### src/rtl/conv_ci_pkg.sv
// rtl/conv_ci_pkg.sv - shared types and helpers for the convolution CI initiator
//
// Purpose: FSM state encoding, default CI width, sequence-number width and
//          the zero-extension helper used to build CI operands.
// Ports:   none (package)

package conv_ci_pkg;

  typedef enum logic [1:0] {
    IDLE  = 2'd0,
    ISSUE = 2'd1,
    WAIT  = 2'd2,
    HOLD  = 2'd3
  } ci_state_t;

  localparam int CI_W_DEF = 32;
  localparam int SEQ_W    = 16;

  // Zero-extend a sequence number to a full-width CI operand.
  function automatic logic [CI_W_DEF-1:0] zext_to_ci(input logic [SEQ_W-1:0] v);
    return {{(CI_W_DEF-SEQ_W){1'b0}}, v};
  endfunction

endpackage

### src/rtl/conv_ci_initiator.sv
// rtl/conv_ci_initiator.sv - stream-to-custom-instruction initiator for the convolution CI
//
// Purpose: accepts one sample at a time from a ready/valid stream, runs one
//          multi-cycle CI transaction per sample (dataa = sample, datab = seq),
//          and forwards result[DATA_W-1:0] on a ready/valid output stream.
//          A transaction that sees no done within TIMEOUT enabled cycles is
//          aborted with a zero result and a sticky error flag.
// Ports:
//   clk, reset           clock, asynchronous active-low reset
//   in_data/valid/ready  input sample stream
//   out_data/valid/ready output result stream
//   ci_clk_en, ci_start  CI enable (whole transaction) and one-cycle start
//   ci_dataa, ci_datab   CI operands {0, sample} and {0, seq}
//   ci_result, ci_done   CI response
//   err_timeout, err_clr sticky timeout flag and its synchronous clear

module conv_ci_initiator
  import conv_ci_pkg::*;
#(
  parameter int DATA_W  = 16,
  parameter int CI_W    = CI_W_DEF,
  parameter int TIMEOUT = 64
) (
  input  logic              clk,
  input  logic              reset,
  input  logic [DATA_W-1:0] in_data,
  input  logic              in_valid,
  output logic              in_ready,
  output logic [DATA_W-1:0] out_data,
  output logic              out_valid,
  input  logic              out_ready,
  output logic              ci_clk_en,
  output logic              ci_start,
  output logic [CI_W-1:0]   ci_dataa,
  output logic [CI_W-1:0]   ci_datab,
  input  logic [CI_W-1:0]   ci_result,
  input  logic              ci_done,
  output logic              err_timeout,
  input  logic              err_clr
);

  localparam int                CNT_W    = $clog2(TIMEOUT);
  localparam logic [CNT_W-1:0]  CNT_LAST = CNT_W'(TIMEOUT - 1);

  ci_state_t          r_state;
  ci_state_t          w_state_nxt;
  logic               r_in_ready;
  logic               r_out_valid;
  logic [DATA_W-1:0]  r_out_data;
  logic               r_ci_clk_en;
  logic               r_ci_start;
  logic [CI_W-1:0]    r_ci_dataa;
  logic [CI_W-1:0]    r_ci_datab;
  logic               r_err_timeout;
  logic [SEQ_W-1:0]   r_seq;
  logic [CNT_W-1:0]   r_cnt;

  logic               w_accept;
  logic               w_done_hit;
  logic               w_timeout;

  // Next-state logic. in_ready is registered, so the handshake is qualified
  // with r_in_ready (it stays low for the first cycle after reset release).
  always_comb begin
    w_state_nxt = r_state;
    w_accept    = 1'b0;
    w_done_hit  = 1'b0;
    w_timeout   = 1'b0;
    case (r_state)
      IDLE: begin
        if (in_valid && r_in_ready) begin
          w_accept    = 1'b1;
          w_state_nxt = ISSUE;
        end
      end
      ISSUE: begin
        if (ci_done) begin
          w_done_hit  = 1'b1;
          w_state_nxt = HOLD;
        end else begin
          w_state_nxt = WAIT;
        end
      end
      WAIT: begin
        // done on the final allowed cycle still counts as a completion
        if (ci_done) begin
          w_done_hit  = 1'b1;
          w_state_nxt = HOLD;
        end else if (r_cnt == CNT_LAST) begin
          w_timeout   = 1'b1;
          w_state_nxt = HOLD;
        end
      end
      HOLD: begin
        if (out_ready) begin
          w_state_nxt = IDLE;
        end
      end
      default: w_state_nxt = IDLE;
    endcase
  end

  // State register plus registered outputs decoded from the next state, so
  // every output changes exactly on the edge that enters the new state.
  always_ff @(posedge clk or negedge reset) begin
    if (!reset) begin
      r_state       <= IDLE;
      r_in_ready    <= 1'b0;
      r_out_valid   <= 1'b0;
      r_out_data    <= '0;
      r_ci_clk_en   <= 1'b0;
      r_ci_start    <= 1'b0;
      r_ci_dataa    <= '0;
      r_ci_datab    <= '0;
      r_err_timeout <= 1'b0;
      r_seq         <= '0;
      r_cnt         <= '0;
    end else begin
      r_state     <= w_state_nxt;
      r_in_ready  <= (w_state_nxt == IDLE);
      r_ci_start  <= (w_state_nxt == ISSUE);
      r_ci_clk_en <= (w_state_nxt == ISSUE) || (w_state_nxt == WAIT);
      r_out_valid <= (w_state_nxt == HOLD);

      if (w_accept) begin
        r_ci_dataa <= CI_W'(in_data);
        r_ci_datab <= CI_W'(zext_to_ci(r_seq));
      end

      // Zero during ISSUE, 1 on the first WAIT cycle: ISSUE plus WAIT cycles
      // together give TIMEOUT enabled cycles before the abort.
      if (w_accept) begin
        r_cnt <= '0;
      end else if (r_state == ISSUE || r_state == WAIT) begin
        r_cnt <= r_cnt + CNT_W'(1);
      end

      if (w_done_hit) begin
        r_out_data <= ci_result[DATA_W-1:0];
      end else if (w_timeout) begin
        r_out_data <= '0;
      end

      // a timeout in the same cycle as err_clr leaves the flag set
      if (w_timeout) begin
        r_err_timeout <= 1'b1;
      end else if (err_clr) begin
        r_err_timeout <= 1'b0;
      end

      if (r_state == HOLD && out_ready) begin
        r_seq <= r_seq + SEQ_W'(1);
      end
    end
  end

  generate
    if (CI_W > DATA_W) begin : g_result_hi
      logic w_unused_result_hi;
      assign w_unused_result_hi = ^ci_result[CI_W-1:DATA_W];
    end
  endgenerate

  assign in_ready    = r_in_ready;
  assign out_valid   = r_out_valid;
  assign out_data    = r_out_data;
  assign ci_clk_en   = r_ci_clk_en;
  assign ci_start    = r_ci_start;
  assign ci_dataa    = r_ci_dataa;
  assign ci_datab    = r_ci_datab;
  assign err_timeout = r_err_timeout;

endmodule

### config.mk
export PLATFORM = sky130hd
export DESIGN_NAME = conv_ci_initiator
export DESIGN_NICKNAME = d
export VERILOG_FILES = /design/src/rtl/conv_ci_pkg.sv /design/src/rtl/conv_ci_initiator.sv
export SDC_FILE = /design/constraint.sdc
export NUM_CORES = 1
export LEC_CHECK = 0
export ABC_AREA = 0
export BUFFER_PORTS_ARGS = -buffer_cell sky130_fd_sc_hd__buf_2
export CORE_MARGIN = 2
export CORE_UTILIZATION = 45
export DETAILED_ROUTE_END_ITERATION = 8
export PLACE_DENSITY = 0.74
export SETUP_SLACK_MARGIN = 0.3
export SLEW_MARGIN = 20
export SYNTH_ARGS = -nofsm -noshare
export SYNTH_HDL_FRONTEND = slang
export SYNTH_SLANG_ARGS = --single-unit
export TNS_END_PERCENT = 10
### constraint.sdc
create_clock -name clk -period 2.9 [get_ports clk]
set_clock_uncertainty 0.2 [all_clocks]
set_input_delay 0.29 -clock clk [delete_from_list [all_inputs] [get_ports clk]]
set_output_delay 0.29 -clock clk [all_outputs]
set_load 0.02 [all_outputs]
==> flow_metrics.tcl <==
set metrics [dict create \
    p_sw_mw 1.65 \
    fin_util 0.574 \
    setup.worst_path.class "register to register" \
    initialDrtViolationCount 100 \
    cts_setup_buffers 0 \
    syn_to_final_growth_pct 22.7 \
    synth.most_common_cell "nand2_1" \
    p_seq_frac 0.391 \
    antennaDiodeCount 0 \
    dr.pass1.iters 4 \
    fp.dieArea_mm2 0.00881 \
    slowest_delay_ns 0.44 \
    cap_violations 0 \
    cp.arrival_ns 2.31 \
    timing.hold.ws_ns 0.0693 \
    fillers 670 \
    grt_usage 0.165 \
    numCtsBuffers 9 \
    start_kind "register" \
    start_util 0.468 \
    yosys.area.top_type "dfrtp_1" \
    crit_path_max_fanout 18 \
    avgRoutedWirePerCell_um 12.2 \
    syn-instance-count 359 \
    coreArea_mm2 0.00777 \
    synth_flop_cell "dfrtp_1" \
    worst_pin_slew_ns 0.948 \
    clock-sinks 77 \
    hold_buffers 19 \
    avgSynthCellArea_um2 10.1 \
    ys_types 36 \
    cts_tree "built" \
    clock_latency_ns 0.34 \
    place_area_mm2 0.00407 \
    synthesis.area_mm2 0.00363 \
    combPwrFrac 0.415 \
    hold_viol 0 \
    finalSetupViolCount 0 \
    route.vias.total 2718 \
    avgViaCountPerCell 4.73 \
    slew_headroom 0.368 \
    crit_top_cell "ha_1" \
    intPower_mw 2.55 \
    fp.dieH_um 93.8 \
    synthTopCellsByArea "dfrtp_1, nand2_1, buf_4" \
    status "finished, final reports clean" \
    leakagePower_nw 2.46 \
    drc 0 \
    drive_gt1_frac 0.279 \
    rows 32 \
    rsz0062_at_grt "false" \
    period_needed_ns 2.29 \
    switching_share 0.392 \
    seq_area_frac_synth 0.530 \
    dp_hpwl_um 4720 \
    fin_area_mm2 0.00446 \
    min_period_over_period 0.789 \
    ctsResizeCount 0 \
    grt_pass1_vias 2555 \
    nets 533 \
    async_reset_ff_frac 1.00 \
    cp_slowest_cell "dfrtp_1" \
    synth_seq_cells 77 \
    power.density_mw_per_mm2 942 \
    drt_wl_total_um 7040 \
    irDropWorstVdd_uv 534 \
    grt_max_degree 78 \
    clk_path_buf_depth 2 \
    fmax_ghz 0.437 \
    required_ns 2.92 \
    htree_levels 3 \
    yosys_warnings 0 \
    gp_congestion 0.764 \
    hold_class "input pin to register" \
    pin_count 139 \
    finalSetupTns_ns 0 \
    grt_pass1_wl_um 11400 \
    drtAntennaViolNets 0 \
    root_buffer "clkbuf_8" \
    cts.clk_slew.worst_paths_ns 0.08 \
    crit_path_end_kind "register" \
    synth_edf_count 0 \
    maxSlewViolCount 0 \
    clkPwrFrac 0.193 \
    die_w_um 93.8 \
    netlist.area_leader.share 0.530 \
    synth_commonest_cells "nand2_1, dfrtp_1, buf_4, nor2_1, mux2i_1" \
    io_buffer_count 90 \
    worstPathCellList "inv_1 -> ha_1 -> and4_1 -> nand3_4 -> o21ai_1 -> a211o_1 -> ha_1" \
    grt.overflow.total 0 \
    antenna_found_initial 0 \
]
## layout make-up
class                   instances  area [µm²]  share of cell area
flip-flops and latches         77        1930               0.432
multi-input cells             264        1500               0.337
repair buffers                113         686               0.154
clock buffers                  11         151              0.0340
well taps                     102         128              0.0286
clock inverters                 4        47.5              0.0107
inverters                       4        15.0             0.00337
## cells in the final DEF (no fill, tap or decap), drive strengths merged, types with 4 or more instances in the layout
cell type / count
xor2: 7
nor2: 27
nand2: 106
conb: 32
buf: 94
ha: 10
mux2i: 17
nand4: 6
inv: 4
xnor2: 12
clkbuf: 11
a31o: 16
nand3: 9
dlygate4sd3: 19
dfrtp: 77
## worst paths after layout
check | start | end | slack [ns] | cells past startpoint
max reg2reg | r_state[0]$_DFF_PN0_ | ci_clk_en$_DFF_PN0_ | 0.61 | 7
min | out_ready | r_seq[2]$_DFFE_PN0P_ | 0.07 | 3
min in group asynchronous | reset | ci_dataa[14]$_DFFE_PN0P_ | 0.45 | 2
min reg2reg | ci_dataa[2]$_DFFE_PN0P_ | ci_dataa[2]$_DFFE_PN0P_ | 0.27 | 2
max in group asynchronous | reset | r_cnt[1]$_DFFE_PN0P_ | 1.43 | 2
max | r_state[0]$_DFF_PN0_ | ci_clk_en$_DFF_PN0_ | 0.61 | 7
## layer usage
layer,global-route usage,wire (µm),up-vias
met5,0,0,-
met4,0.0507,56,0
met3,0.0522,535,7
met2,0.284,3460,96
met1,0.196,2990,1287
li1,-,-,1328
## worst max-delay path: cells and delay by family, from the launching register on
| family | cells | cell delay (ns) |
|---|---|---|
| and+or+nand+nor | 2 | 0.44 |
| buffers and inverters | 1 | 0.11 |
| adders and majority gates | 2 | 0.53 |
| AOI/OAI and AO/OA | 2 | 0.44 |
| DFF | 1 | 0.44 |
## state kept, by name, summed over array words and instances (netlist names), 2 cells and up
register	flops
out_data	16
ci_datab	16
ci_dataa	16
r_state	2
r_cnt	6
r_seq	16
## power groups by stage
stage / combinational, mW / clock, mW / sequential, mW
after floorplan: 0.975 / 0 / 1.95
after global placement: 1.69 / 0 / 1.64
after detailed placement: 1.74 / 0 / 1.65
after CTS: 1.77 / 0.840 / 1.64
after global routing: 1.94 / 0.878 / 1.69
final: 1.74 / 0.811 / 1.64
## stage by stage
step                      setup slack [ns]  power (mW)  std cells
after floorplan                      0.866        2.92        390
after global placement               0.669        3.33        541
after detailed placement             0.609        3.40        541
after CTS                            0.589        4.24        575
after global routing                 0.491        4.50        575
final                                0.613        4.20        575
## kinds of logic (layout without fill, tap and decap cells)
logic type	count (synthesis)	in the layout	synth area share
AO/OA/AOI/OAI	27	27	0.0582
XOR/XNOR	19	19	0.0458
adder cells (fa/ha/maj)	10	10	0.0344
buffers and inverters	49	132	0.0875
flip-flops	77	77	0.530
multiplexers	18	18	0.0499
other	1	32	0.00103
AND/OR/NAND/NOR	158	158	0.193
Note: power is estimated with default switching activity, not from simulation.
